===== src/rtl/piso_serial_pkg.sv =====
// Shared definitions for the parallel-in/serial-out transmitter:
// FSM state encoding, gap counter width and a counter-width helper.
package piso_serial_pkg;

  typedef enum logic [1:0] {
    ST_IDLE  = 2'd0,
    ST_SHIFT = 2'd1,
    ST_GAP   = 2'd2
  } state_e;

  // Wide enough for any legal gap length (up to 255 cycles).
  localparam int unsigned GAP_CNT_W = 8;

  // Number of bits needed to hold values 0..n-1.
  function automatic int unsigned clog2(input int unsigned n);
    int unsigned r;
    r = 0;
    for (int unsigned i = 0; i < 32; i++) begin
      if (((n - 1) >> i) != 0) r = i + 1;
    end
    return r;
  endfunction

endpackage


===== src/rtl/mod_down_counter.sv =====
// Loadable down-counter with a zero flag. Holds at zero instead of wrapping.
// Ports:
//   clk, reset   rising-edge clock, synchronous active-high reset (count -> 0)
//   i_load       load i_load_val (takes priority over decrement)
//   i_load_val   value to load
//   i_dec        decrement by one when non-zero
//   o_count      current count
//   o_zero       count equals zero
module mod_down_counter #(
  parameter int unsigned W = 4
) (
  input  logic         clk,
  input  logic         reset,
  input  logic         i_load,
  input  logic [W-1:0] i_load_val,
  input  logic         i_dec,
  output logic [W-1:0] o_count,
  output logic         o_zero
);

  logic [W-1:0] r_count;

  // Count register; saturates at zero.
  always_ff @(posedge clk) begin
    if (reset) begin
      r_count <= '0;
    end else if (i_load) begin
      r_count <= i_load_val;
    end else if (i_dec && (r_count != '0)) begin
      r_count <= r_count - W'(1);
    end
  end

  assign o_count = r_count;
  assign o_zero  = (r_count == '0);

endmodule


===== src/rtl/piso_serial_tx.sv =====
// Parallel-in/serial-out transmitter. Accepts a WIDTH-bit word over a
// valid/ready handshake and shifts it out one bit per clock on a registered
// pin, with a registered complement, frame pulses and an optional idle gap.
// Ports:
//   clk, reset    rising-edge clock, synchronous active-high reset
//   load_valid    producer has a word on load_data
//   load_ready    block can accept a word (from registered state only)
//   load_data     word to transmit, sampled on handshake
//   ser_out       registered serial data
//   ser_out_bar   registered complement of ser_out
//   ser_valid     ser_out carries a frame bit
//   frame_start   pulse on the first bit of a frame
//   frame_done    pulse on the last bit of a frame
//   busy          FSM is not idle
module piso_serial_tx
  import piso_serial_pkg::*;
#(
  parameter int unsigned WIDTH      = 8,
  parameter bit          LSB_FIRST  = 1'b1,
  parameter int unsigned GAP_CYCLES = 0
) (
  input  logic             clk,
  input  logic             reset,
  input  logic             load_valid,
  output logic             load_ready,
  input  logic [WIDTH-1:0] load_data,
  output logic             ser_out,
  output logic             ser_out_bar,
  output logic             ser_valid,
  output logic             frame_start,
  output logic             frame_done,
  output logic             busy
);

  localparam int unsigned CNT_W    = clog2(WIDTH);
  localparam int unsigned GAP_LOAD = (GAP_CYCLES > 0) ? (GAP_CYCLES - 1) : 0;

  state_e             r_state;
  state_e             w_next_state;
  logic [WIDTH-1:0]   r_shift;
  logic [WIDTH-1:0]   w_shift_next;
  logic               r_ser_out;
  logic               r_ser_out_bar;
  logic               r_ser_valid;
  logic               r_frame_start;
  logic               r_frame_done;
  logic               w_ser_next;
  logic               w_valid_next;
  logic               w_fs_next;
  logic               w_fd_next;
  logic               w_hs;
  logic               w_bit_load;
  logic               w_bit_dec;
  logic [CNT_W-1:0]   w_bit_cnt;
  logic               w_bit_zero;
  logic               w_bit_one;
  logic               w_gap_load;
  logic               w_gap_dec;
  logic [GAP_CNT_W-1:0] w_gap_cnt_unused;
  logic               w_gap_zero;

  // Bit that goes on the pin next, given the remaining shift contents.
  function automatic logic first_bit(input logic [WIDTH-1:0] w);
    return LSB_FIRST ? w[0] : w[WIDTH-1];
  endfunction

  // Shift contents after the leading bit has been consumed.
  function automatic logic [WIDTH-1:0] advance(input logic [WIDTH-1:0] w);
    return LSB_FIRST ? (w >> 1) : (w << 1);
  endfunction

  assign load_ready = (r_state == ST_IDLE) ||
                      ((r_state == ST_SHIFT) && w_bit_zero && (GAP_CYCLES == 0));
  assign w_hs       = load_valid && load_ready;
  assign w_bit_one  = (w_bit_cnt == CNT_W'(1));
  assign busy       = (r_state != ST_IDLE);

  // Bit counter holds the number of bits still to follow the one on the pin.
  mod_down_counter #(.W(CNT_W)) u_bit_cnt (
    .clk        (clk),
    .reset      (reset),
    .i_load     (w_bit_load),
    .i_load_val (CNT_W'(WIDTH - 1)),
    .i_dec      (w_bit_dec),
    .o_count    (w_bit_cnt),
    .o_zero     (w_bit_zero)
  );

  // Gap length only needs the zero flag.
  mod_down_counter #(.W(GAP_CNT_W)) u_gap_cnt (
    .clk        (clk),
    .reset      (reset),
    .i_load     (w_gap_load),
    .i_load_val (GAP_CNT_W'(GAP_LOAD)),
    .i_dec      (w_gap_dec),
    .o_count    (w_gap_cnt_unused),
    .o_zero     (w_gap_zero)
  );

  // State register.
  always_ff @(posedge clk) begin
    if (reset) r_state <= ST_IDLE;
    else       r_state <= w_next_state;
  end

  // Next state and next values of the registered outputs.
  always_comb begin
    w_next_state = r_state;
    w_shift_next = r_shift;
    w_ser_next   = 1'b0;
    w_valid_next = 1'b0;
    w_fs_next    = 1'b0;
    w_fd_next    = 1'b0;
    w_bit_load   = 1'b0;
    w_bit_dec    = 1'b0;
    w_gap_load   = 1'b0;
    w_gap_dec    = 1'b0;

    case (r_state)
      ST_SHIFT: begin
        if (!w_bit_zero) begin
          w_shift_next = advance(r_shift);
          w_ser_next   = first_bit(r_shift);
          w_valid_next = 1'b1;
          w_fd_next    = w_bit_one;
          w_bit_dec    = 1'b1;
        end else if (GAP_CYCLES != 0) begin
          w_next_state = ST_GAP;
          w_gap_load   = 1'b1;
        end else begin
          w_next_state = ST_IDLE;
        end
      end
      ST_GAP: begin
        if (w_gap_zero) w_next_state = ST_IDLE;
        else            w_gap_dec    = 1'b1;
      end
      default: w_next_state = ST_IDLE;
    endcase

    // Handshake only fires when idle or on a gapless last bit; it overrides.
    if (w_hs) begin
      w_next_state = ST_SHIFT;
      w_shift_next = advance(load_data);
      w_ser_next   = first_bit(load_data);
      w_valid_next = 1'b1;
      w_fs_next    = 1'b1;
      w_fd_next    = 1'b0;
      w_bit_load   = 1'b1;
    end
  end

  // Shift register and registered pin/status outputs.
  always_ff @(posedge clk) begin
    if (reset) begin
      r_shift       <= '0;
      r_ser_out     <= 1'b0;
      r_ser_out_bar <= 1'b1;
      r_ser_valid   <= 1'b0;
      r_frame_start <= 1'b0;
      r_frame_done  <= 1'b0;
    end else begin
      r_shift       <= w_shift_next;
      r_ser_out     <= w_ser_next;
      r_ser_out_bar <= ~w_ser_next;
      r_ser_valid   <= w_valid_next;
      r_frame_start <= w_fs_next;
      r_frame_done  <= w_fd_next;
    end
  end

  assign ser_out     = r_ser_out;
  assign ser_out_bar = r_ser_out_bar;
  assign ser_valid   = r_ser_valid;
  assign frame_start = r_frame_start;
  assign frame_done  = r_frame_done;

endmodule


===== config.mk =====
export PLATFORM = sky130hd
export DESIGN_NAME = piso_serial_tx
export DESIGN_NICKNAME = d
export VERILOG_FILES = /design/src/rtl/piso_serial_pkg.sv /design/src/rtl/mod_down_counter.sv /design/src/rtl/piso_serial_tx.sv
export SDC_FILE = /design/constraint.sdc
export NUM_CORES = 1
export LEC_CHECK = 0
export BUFFER_PORTS_ARGS = -buffer_cell sky130_fd_sc_hd__buf_2
export CORE_MARGIN = 5
export CORE_UTILIZATION = 35
export CTS_CLUSTER_SIZE = 40
export DETAILED_ROUTE_END_ITERATION = 12
export GPL_ROUTABILITY_DRIVEN = 0
export PLACE_DENSITY = 0.58
export SYNTH_ARGS = -nofsm -noshare
export SYNTH_HDL_FRONTEND = slang
export SYNTH_SLANG_ARGS = --single-unit

===== constraint.sdc =====
create_clock -name clk -period 1.3 [get_ports clk]
set_clock_uncertainty 0.2 [all_clocks]
set_input_delay 0.13 -clock clk [delete_from_list [all_inputs] [get_ports clk]]
set_output_delay 0.13 -clock clk [all_outputs]
set_load 0.05 [all_outputs]

==> impl_results.md, run 1 <==
- Status: finished, violations left
- Failing checks: negative setup slack
- Via count of the first global-routing pass: 652
- Gr busiest metal: met2
- Post-Place Cell Area: 907 um2
- Synth Instances: 68
- GR Util met3: 0.0490
- Finished Layout Cells: 131
- Leak pwr: 0.000539 uW
- Vias per cell: 4.76
- Largest net degree at the start of global routing: 15
- Hold path cells: 4
- CP Class: flip-flop to output pin
- RSZ-0062 raised after global routing: true
- Slew Limit Fails: 0
- Arr. time, crit path: 1280 ps
- H-tree depth: 1
- Vias: 623
- GR Util met2: 0.206
- Post-synthesis cell type count: 25
- PnR Total Power: 1280 uW
- Final wirelength: 1680 um
- FF-to-FF End: frame_done
- GRT overflow: 0
- Final hold slack: 9.32 ps
- Peak supply drop: 0.826 mV
- Reg2reg setup slack: -250 ps
- Final Cell Area: 0.00108 mm2
- Die ar.: 0.00308 mm2
- Total CTS buffers: 3
- Largest buffer count on any clock path: 2
- Clk sinks: 16
- Ys async rst share: 0
- Min cycle time layout: 1610 ps
- Final hold vios: 0
- Ratio of cells with drive above 1 in the final layout: 0.490
- IO Port Bufs: 17
- Synth Flop Type: dfxtp_1
- Post-synth top cells: dfxtp_1, mux2i_1, o211a_1, o21ai_0
- Number of nets in the layout: 119
- Avg Synthesized Cell Area: 10.6 um2
- Worst-path clk slew: 90 ps
- Slew headroom: 0.752
- Fill count: 207
- Post-route DRC violation count: 0
- Die Ht: 55.5 um
- Placed Instances: 117
- Avg WL per Cell: 12.8 um
- CTS root buffer: clkbuf_4
- Syn Std Cell Area: 723 um2
- Leading area contributor after synthesis: dfxtp_1
- WHS Endpoint: r_shift[4]
- Most common cell in the netlist: dfxtp_1
- Worst Reg-to-Reg Cells: 7
- Pre-Repair DR Iteration Count: 2
- DP Worst Slack: -160 ps
- Tot GR Track Use: 0.122
- EDFF count, synth: 0
- First-pass GRT wire length: 3000 um
- Number of setup violations in the final report: 17
- RR Startpoint: u_bit_cnt.o_count[0]
- Max_cap viols: 0
- Max FO, Critical Path: 2
- Initial core utilization: 0.369
- Worst hold path class: primary input to flip-flop
- Area contributors post-synth: dfxtp_1, mux2i_1, o211a_1
- Core area: 0.00196 mm2
- Worst path required time: 970 ps
- P&R area growth vs syn: 49.5%
- Clk_lat worst skew: 280 ps
- Hpwl dp: 1100 um
- Fin crit share: 1.24
- Antenna cells: 0
- DR iter-0 viols: 4
- Yosys reg bits: 16
- Multi-input gate area: 410 um2
- Share of the synthesized area in the top cell type: 0.443
- ANT nets after route: 0
- Synthesized Nets: 82
- Critical Path Source Type: flip-flop
- Grt met1 use: 0.143
- Slew @ Worst Pin: 372 ps
- Worst Setup End Kind: output pin
- Hold Crit Start: load_data[5]
- CTS tree: yes
- Reg area: 324 um2
- Peak Freq: 621 MHz
- # IOs: 18
- Final WS setup: -309 ps
- Sequential element share of the synthesized area: 0.443
- Pwr dens: 1180 mW/mm2
- Synth warnings: 0
- Site Rows: 16
- Die X: 55.5 um
- Initial antenna violation count: 0
## layer usage
layer,share of wire,vias up
met5,0,-
met4,0.013,0
met3,0.039,2
met2,0.51,10
met1,0.44,289
li1,-,322
## cell type report
| class | instances | area share |
|---|---|---|
| Multi-Input combinational cell | 44 | 0.380 |
| Sequential cell | 16 | 0.300 |
| Timing Repair Buffer | 35 | 0.231 |
| Clock buffer | 4 | 0.0336 |
| Tap cell | 27 | 0.0312 |
| Inverter | 5 | 0.0243 |
## how the worst max path moves through the flow
stage / start / to / slack [ps] / cells after the start
floorplan: u_bit_cnt.o_count[0] / r_shift[0] / -150 / 6
global placement: u_bit_cnt.o_count[1] / load_ready / -140 / 6
detailed placement: u_bit_cnt.o_count[1] / load_ready / -160 / 6
CTS: u_bit_cnt.o_count[0] / load_ready / -300 / 6
global route: u_bit_cnt.o_count[0] / load_ready / -380 / 6
finish: u_bit_cnt.o_count[0] / load_ready / -310 / 6
## logic make-up (layout without fill, tap and decap cells)
| family | Yosys count | after routing | share of synthesized area |
|---|---|---|---|
| fa+ha+maj | 3 | 3 | 0.0519 |
| buf+inv | 8 | 44 | 0.0519 |
| simple gates | 11 | 11 | 0.125 |
| compound gates | 23 | 23 | 0.232 |
| mux | 7 | 7 | 0.0969 |
| flops | 16 | 16 | 0.443 |
## power breakdown
| group | internal, uW | switching, uW |
|---|---|---|
| sequential | 536 | 29.9 |
| clock | 170 | 157 |
| combinational | 189 | 197 |
| total | 895 | 383 |
## critical path: stages, from the launching register on
cell and delay [ps]:
dfxtp_2 330, inv_2 80, ha_4 140, nor2b_4 200
nor2_8 60, inv_8 50, buf_8 130
## registers in the layout (all words and copies together), names as in the netlist
signal             cells
frame_done             1
frame_start            1
r_shift                7
r_state                1
ser_out                1
ser_out_bar            1
ser_valid              1
u_bit_cnt.o_count      3
## layout by cell type (no fill, tap or decap), types with 2 or more instances in the layout
cell / n
a211oi_2: 2
a21oi_1: 2
and3_1: 2
buf_2: 15
buf_4: 13
buf_6: 2
clkbuf_4: 3
dfxtp_1: 13
dfxtp_2: 3
dlygate4sd3_1: 4
ha_4: 2
inv_2: 3
mux2i_1: 7
nor3_2: 2
o211a_1: 7
o21a_1: 3
o21ai_1: 7
## through the flow
stage           util  setup TNS (ps)
3_5_place_dp   0.462           -1490
2_1_floorplan      -           -1200
4_1_cts        0.551           -3440
6_report       0.551           -3630
3_3_place_gp   0.462           -1170
5_1_grt        0.551           -4750
## timing repair
| action | CTS | global route |
|---|---|---|
| setup buffers | 7 | 1 |
| endpoints found under the setup margin | 16 | 18 |
| gates cloned | 0 | 0 |
| hold buffers | 4 | 0 |
| resized for setup | 16 | 4 |
| pin swaps | 6 | 3 |
| endpoints found under the hold margin | 5 | 0 |
(Power assumes the default switching activity.)
==> run 2, diff against run 1 <==
--- a/config.mk
+++ b/config.mk
@@ -5,6 +5,7 @@
 export SDC_FILE = /design/constraint.sdc
 export NUM_CORES = 1
 export LEC_CHECK = 0
+export ABC_AREA = 1
 export BUFFER_PORTS_ARGS = -buffer_cell sky130_fd_sc_hd__buf_2
 export CORE_MARGIN = 5
 export CORE_UTILIZATION = 35
==> run 2 against run 1 <==
  * The flow still finishes with violations (negative setup slack)
  * Largest cell class unchanged
  * Critical path depth fell by 1
  * Non-clock buffer count did not move
  * Sequential cell count did not move
  * Hold slack improved by 30 ps
  * Synthesized area fell by 1.2%
  * Highest routed layer unchanged
  * Wire length rose by 16%
  * Register-to-register slack improved by 90 ps
  * Cell area rose by 10%
  * Synthesized cell count rose by 34%
  * Largest power group unchanged
==> impl_results.md, run 2 <==
- FF-to-FF End: r_shift[5]
- CTS tree: yes
- Worst hold path class: primary input to flip-flop
- Synth Instances: 91 (+34%)
- Synth Flop Type: dfxtp_1
- Post-synthesis cell type count: 16 (-36%)
- Ys async rst share: 0 (unchanged)
- Fin crit share: 1.13 (-0.109)
- Synthesized Nets: 105 (+28%)
- Pwr dens: 1030 mW/mm2 (-13%)
- Hpwl dp: 1090 um (-0.94%)
- Core area: 0.00196 mm2 (unchanged)
- Yosys reg bits: 16 (unchanged)
- RR Startpoint: u_bit_cnt.o_count[0]
- First-pass GRT wire length: 2860 um (-4.8%)
- GRT overflow: 0 (unchanged)
- Reg power frac: 0.454 (+0.012)
- # IOs: 18 (unchanged)
- Gate power share: 0.329 (+0.028)
- Status: finished, violations left
- Arr. time, crit path: 1140 ps (-140 ps)
- DR iter-0 viols: 10 (+6)
- Net Sw Frac: 0.339 (+0.0388)
- Vias: 718 (+15%)
- Slew @ Worst Pin: 275 ps (-97.0 ps)
- Clk sinks: 16 (unchanged)
- Syn Std Cell Area: 714 um2 (-1.2%)
- Number of nets in the layout: 142 (+19%)
- Leading area contributor after synthesis: dfxtp_1
- Share of the synthesized area in the top cell type: 0.448 (+0.00543)
- Final hold vios: 0 (unchanged)
- Hold Crit Start: load_valid
- Initial antenna violation count: 0 (unchanged)
- Final wirelength: 1960 um (+16%)
- Die ar.: 0.00304 mm2 (-0.99%)
- Post-synth top cells: nand3_1, nand2_1, dfxtp_1
- Leak pwr: 0.000604 uW (+12%)
- EDFF count, synth: 0 (unchanged)
- Min cycle time layout: 1470 ps (-142 ps)
- CP Class: flip-flop to output pin
- Reg2reg setup slack: -160 ps (+90 ps)
- Avg WL per Cell: 12.8 um (-0.30%)
- Die Ht: 55.2 um (-0.50%)
- Vias per cell: 4.69 (-1.3%)
- Number of setup violations in the final report: 15 (-2)
- Slew headroom: 0.817 (+0.0647)
- H-tree depth: 1 (unchanged)
- RSZ-0062 raised after global routing: true
- Peak Freq: 682 MHz (+9.7%)
- Top reg by flops: r_shift
- Initial core utilization: 0.364 (-0.00446)
- Ratio of cells with drive above 1 in the final layout: 0.556 (+0.0652)
- Critical Path Source Type: flip-flop
- Worst Setup End Kind: output pin
- Area contributors post-synth: dfxtp_1, nand3_1, nand2_1
- Worst path required time: 970 ps (about the same)
- CTS root buffer: clkbuf_4
- Post-route DRC violation count: 0 (unchanged)
- WHS Endpoint: frame_start
- Slew Limit Fails: 0 (unchanged)
- Pre-Repair DR Iteration Count: 4 (+2)
- Clk_lat worst skew: 280 ps (about the same)
- ANT nets after route: 0 (unchanged)
- Total CTS buffers: 3 (unchanged)
- Synth warnings: 0 (unchanged)
- P&R area growth vs syn: 66.9%
- Avg Synthesized Cell Area: 7.85 um2 (-26%)
- Hold path cells: 3 (-1)
- Most common cell after layout, fill and taps aside: buf_2
- Final WS setup: -167 ps (+142 ps)
- Largest net degree at the start of global routing: 11 (-4)
- Failing checks: negative setup slack
- P_sw: 415 uW (+8.1%)
- Worst Reg-to-Reg Cells: 10 (+3)
- Site Rows: 16 (unchanged)
- Antenna cells: 0 (unchanged)
- Most common cell in the netlist: nand3_1
- Clock Power Share: 0.217 (-0.039)
- PnR Total Power: 1220 uW (-4.3%)
- Sequential element share of the synthesized area: 0.448 (+0.00543)
- Via count of the first global-routing pass: 683 (+4.8%)
- Max FO, Critical Path: 6 (+4)
- Worst-path clk slew: 90 ps (about the same)
- Peak supply drop: 0.587 mV (-29%)
- IO Port Bufs: 17 (unchanged)
- Number of flip-flops in the largest register: 7 (unchanged)
- Die X: 55.2 um (-0.50%)
- Max_cap viols: 0 (unchanged)
- Most frequent cells in the layout: buf_2, nand3_2, nand2_1
- Largest buffer count on any clock path: 2 (unchanged)
- Tot GR Track Use: 0.134 (+0.0114)
- Cell-internal power: 810 uW (-9.6%)
- Layout Utilization: 0.608 (+0.0568)
-- run 2: changes by cell type in the layout (fill, tap and decap cells not counted), sizes merged, moves of 7 or more --
| cell | before | now |
|---|---|---|
| mux2i | 7 | 0 |
| o211a | 7 | 0 |
| nand2 | 1 | 24 |
| nand3 | 1 | 22 |
| o21ai | 8 | 1 |
| inv | 5 | 12 |
-- run 2: critical path: stages (launching register included) --
cell,delay [ps]
dfxtp_2,340
inv_2,50
ha_4,150
nand2_4,80
nand2_8,80
buf_8,160
-- run 2: final cells by class --
cell class / count / area (um2)
fillers: 176 / 769
multi-input cells: 59 / 454
flip-flops and latches: 16 / 324
repair buffers: 35 / 285
inverters: 12 / 61.3
well taps: 27 / 33.8
clock buffers: 3 / 22.5
repair inverters: 1 / 11.3
-- run 2: repair_timing --
item | CTS | global route
pin swaps | 3 | 7
gates resized for setup | 21 | 19
endpoints found under the hold margin | 13 | 0
endpoints found under the setup margin | 14 | 17
buffers inserted | 4 | 0
cloned | 1 | 0
hold buffers | 9 | 0
-- run 2: power by group through the flow --
stage	sequential (uW)	combinational [uW]	clock, uW
floorplan	594	161	0
global placement	558	267	0
detailed placement	559	268	0
CTS	550	367	276
global route	560	433	302
finish	555	403	266
-- run 2: cells by family (layout without fill, tap and decap cells) --
family,Yosys count,in the layout,share of synthesized area
simple gates,51,51,0.342
flops,16,16,0.448
buf+inv,16,51,0.107
compound gates,5,5,0.0508
fa+ha+maj,3,3,0.0525
-- run 2: how the worst max path moves through the flow --
stage / endpoint / cells after the start / startpoint / slack [ps]
finish: load_ready / 5 / u_bit_cnt.o_count[0] / -170
CTS: load_ready / 5 / u_bit_cnt.o_count[0] / -170
floorplan: ser_out_bar / 9 / u_bit_cnt.o_count[0] / -40
global placement: u_bit_cnt.o_count[0] / 7 / u_bit_cnt.o_count[1] / -70
detailed placement: u_bit_cnt.o_count[0] / 7 / u_bit_cnt.o_count[0] / -90
global route: r_shift[5] / 10 / u_bit_cnt.o_count[0] / -220
-- run 2: metal layers --
metal,GRT usage,wire length [um],vias up
met5,0,0,-
met4,0.0729,29,0
met3,0.0241,89,4
met2,0.226,972,25
met1,0.158,865,329
li1,-,-,360
-- run 2: per-stage QoR --
step	instance area [um2]	instances	hold WS [ps]	setup WS (ps)	TNS, ps
after floorplan	737	91	-5.03	-42.2	-303
after global placement	870	136	127	-68.0	-271
after detailed placement	870	136	135	-91.4	-615
after CTS	1110	153	8.19	-171	-1270
after global routing	1190	153	30.1	-225	-2360
final	1190	153	39.6	-167	-1480
==> run 3, diff against run 2 <==
--- a/config.mk
+++ b/config.mk
@@ -5,14 +5,14 @@
 export SDC_FILE = /design/constraint.sdc
 export NUM_CORES = 1
 export LEC_CHECK = 0
-export ABC_AREA = 1
-export BUFFER_PORTS_ARGS = -buffer_cell sky130_fd_sc_hd__buf_2
+export ABC_AREA = 0
 export CORE_MARGIN = 5
 export CORE_UTILIZATION = 35
 export CTS_CLUSTER_SIZE = 40
 export DETAILED_ROUTE_END_ITERATION = 12
+export DONT_BUFFER_PORTS = 1
 export GPL_ROUTABILITY_DRIVEN = 0
-export PLACE_DENSITY = 0.58
+export PLACE_DENSITY = 0.5
 export SYNTH_ARGS = -nofsm -noshare
 export SYNTH_HDL_FRONTEND = slang
 export SYNTH_SLANG_ARGS = --single-unit
==> run 3 against run 2 <==
  * The flow still finishes with violations (negative setup slack)
  * Cell count is 22% lower
  * Maximum frequency is 8.1% lower
  * Count of clock-buffer cells in the layout is 1 higher
  * Global-route usage is 1.5 points lower
  * Sequential power is 7.9% higher
  * Utilization is 8.2 points lower
  * Sequential share of layout area is 4.2 points higher
  * Non-clock buffer count is 12 lower
  * Sequential cell count stayed put
==> impl_results.md, run 3 (synthesized netlist as in run 1, its figures left out) <==
- Status: finished, violations left
- Failing checks: negative setup slack
- First-pass GRT wire length: 2840 um (-0.49%)
- Initial antenna violation count: 0 (unchanged)
- Core area: 0.00196 mm2 (unchanged)
- Initial core utilization: 0.369 (+0.00446)
- Clock Power Share: 0.260 (+0.043)
- CTS tree: yes
- # IOs: 18 (unchanged)
- Clk_lat worst skew: 280 ps (about the same)
- Leak pwr: 0.000495 uW (-18%)
- Critical Path Source Type: flip-flop
- Number of nets in the layout: 107 (-25%)
- PnR Total Power: 1250 uW (+2.3%)
- Slew @ Worst Pin: 688 ps (+413 ps)
- Setup TNS: -2950 ps (-1470 ps)
- Vias: 602 (-16%)
- DR iter-0 viols: 11 (+1)
- Number of setup violations in the final report: 17 (+2)
- CP Class: flip-flop to output pin
- Slowest stage cell on the critical path: dfxtp_2
- Post-route DRC violation count: 0 (unchanged)
- Slew Limit Fails: 0 (unchanged)
- Tot GR Track Use: 0.118 (-0.0152)
- GRT overflow: 0 (unchanged)
- Avg WL per Cell: 14.4 um (+13%)
- Cell-internal power: 877 uW (+8.3%)
- Net Sw Frac: 0.300 (-0.0388)
- Vias per cell: 5.06 (+7.8%)
- CTS root buffer: clkbuf_4
- Worst-path clk slew: 90 ps (about the same)
- Peak supply drop: 0.686 mV (+17%)
- Gate power share: 0.262 (-0.067)
- Peak Freq: 626 MHz (-8.1%)
- RSZ-0062 raised after global routing: true
- Total CTS buffers: 3 (unchanged)
- Die ar.: 0.00308 mm2 (+1.0%)
- Die X: 55.5 um (+0.50%)
- Largest net degree at the start of global routing: 15 (+4)
- Pre-Repair DR Iteration Count: 4 (unchanged)
- Most common cell after layout, fill and taps aside: dfxtp_1
- Worst path required time: 970 ps (about the same)
- Worst hold path class: flip-flop to flip-flop
- Max FO, Critical Path: 2 (-4)
- Max_cap viols: 0 (unchanged)
- P_sw: 375 uW (-9.4%)
- Most frequent cells in the layout: dfxtp_1, buf_4, dlygate4sd3_1
- Ratio of cells with drive above 1 in the final layout: 0.359 (-0.197)
- Pwr dens: 1210 mW/mm2 (+18%)
- Worst Setup End Kind: output pin
- Reg power frac: 0.478 (+0.024)
- H-tree depth: 1 (unchanged)
- P&R area growth vs syn: 42.7%
- Worst path max stage delay: 340 ps (about the same)
- Slew headroom: 0.541 (-0.275)
- Largest buffer count on any clock path: 2 (unchanged)
- Final hold vios: 0 (unchanged)
- Final wirelength: 1710 um (-12%)
- Final WS setup: -296 ps (-130 ps)
- ANT nets after route: 0 (unchanged)
- Die Ht: 55.5 um (+0.50%)
- Post-Place Cell Area: 820 um2 (-5.8%)
- Crit-path cells: inv_2 -> ha_4 -> nor2b_4 -> nor2_8 -> inv_8 -> buf_12
- Site Rows: 16 (unchanged)
- Via count of the first global-routing pass: 576 (-16%)
- Final hold slack: 309 ps (+269 ps)
- Arr. time, crit path: 1270 ps (+130 ps)
- Fin crit share: 1.23 (+0.0997)
- Hpwl dp: 1060 um (-2.6%)
- Antenna cells: 0 (unchanged)
- Min cycle time layout: 1600 ps (+130 ps)
- IO Port Bufs: 0 (-17)
- Final Cell Area: 0.00103 mm2 (-13%)
- Number of flip-flops in the largest register: 7 (unchanged)
- Clk sinks: 16 (unchanged)
- Top reg by flops: r_shift
run 3: changes by cell type in the layout (fill, tap and decap cells not counted), sizes merged, moves of 2 or more:
cell / delta
inv: -7
nor2: -3
and3: +2
nand2: -23
buf: -13
o21ai: +7
mux2i: +7
a21oi: -2
nor3: +2
o21a: +3
o211a: +7
nand3: -21
a211oi: +2
run 3: critical path, delay by kind of cell (launching register included):
family                   cells  cell delay [ps]
buffers and inverters        3              230
AND/OR/NAND/NOR              2              260
flip-flops                   1              340
adder cells (fa/ha/maj)      1              150
run 3: worst paths after layout:
check	slack [ps]	cells after the start	to	startpoint
max reg2reg	-250	7	r_shift[5]	u_bit_cnt.o_count[0]
min	310	1	r_shift[5]	r_shift[6]
min reg2reg	310	1	r_shift[5]	r_shift[6]
max	-300	6	load_ready	u_bit_cnt.o_count[0]
run 3: layout make-up:
class | instances | area [um2]
fillers | 214 | 930
multi-input cells | 44 | 399
flip-flops and latches | 16 | 324
repair buffers | 23 | 213
clock buffers | 4 | 36.3
well taps | 27 | 33.8
inverters | 5 | 26.3
run 3: power groups by stage:
stage,logic (uW),clock network (uW),registers (uW)
detailed placement,238,0,610
global placement,236,0,609
finish,328,326,599
CTS,307,342,599
global route,356,370,604
floorplan,169,0,611
run 3: stage by stage:
step / util / setup WS [ps] / cells
4_1_cts: 0.515 / -302 / 118
2_1_floorplan: - / -145 / 68
3_3_place_gp: 0.418 / -123 / 98
3_5_place_dp: 0.418 / -139 / 98
6_report: 0.526 / -296 / 119
5_1_grt: 0.526 / -370 / 119
run 3: metal layers:
metal / wire, um / up-vias / track usage
met2: 789 / 15 / 0.184
met4: 15 / 0 / 0.0521
met3: 69 / 2 / 0.0443
met1: 839 / 284 / 0.144
met5: 0 / - / 0
li1: - / 301 / -
run 3: repair_timing:
action,4_1_cts,5_1_grt
gates resized for setup,2,9
pin swaps,3,3
hold buffers,10,0
setup buffers,6,1
endpoints found under the hold margin,16,0
endpoints found under the setup margin,15,17
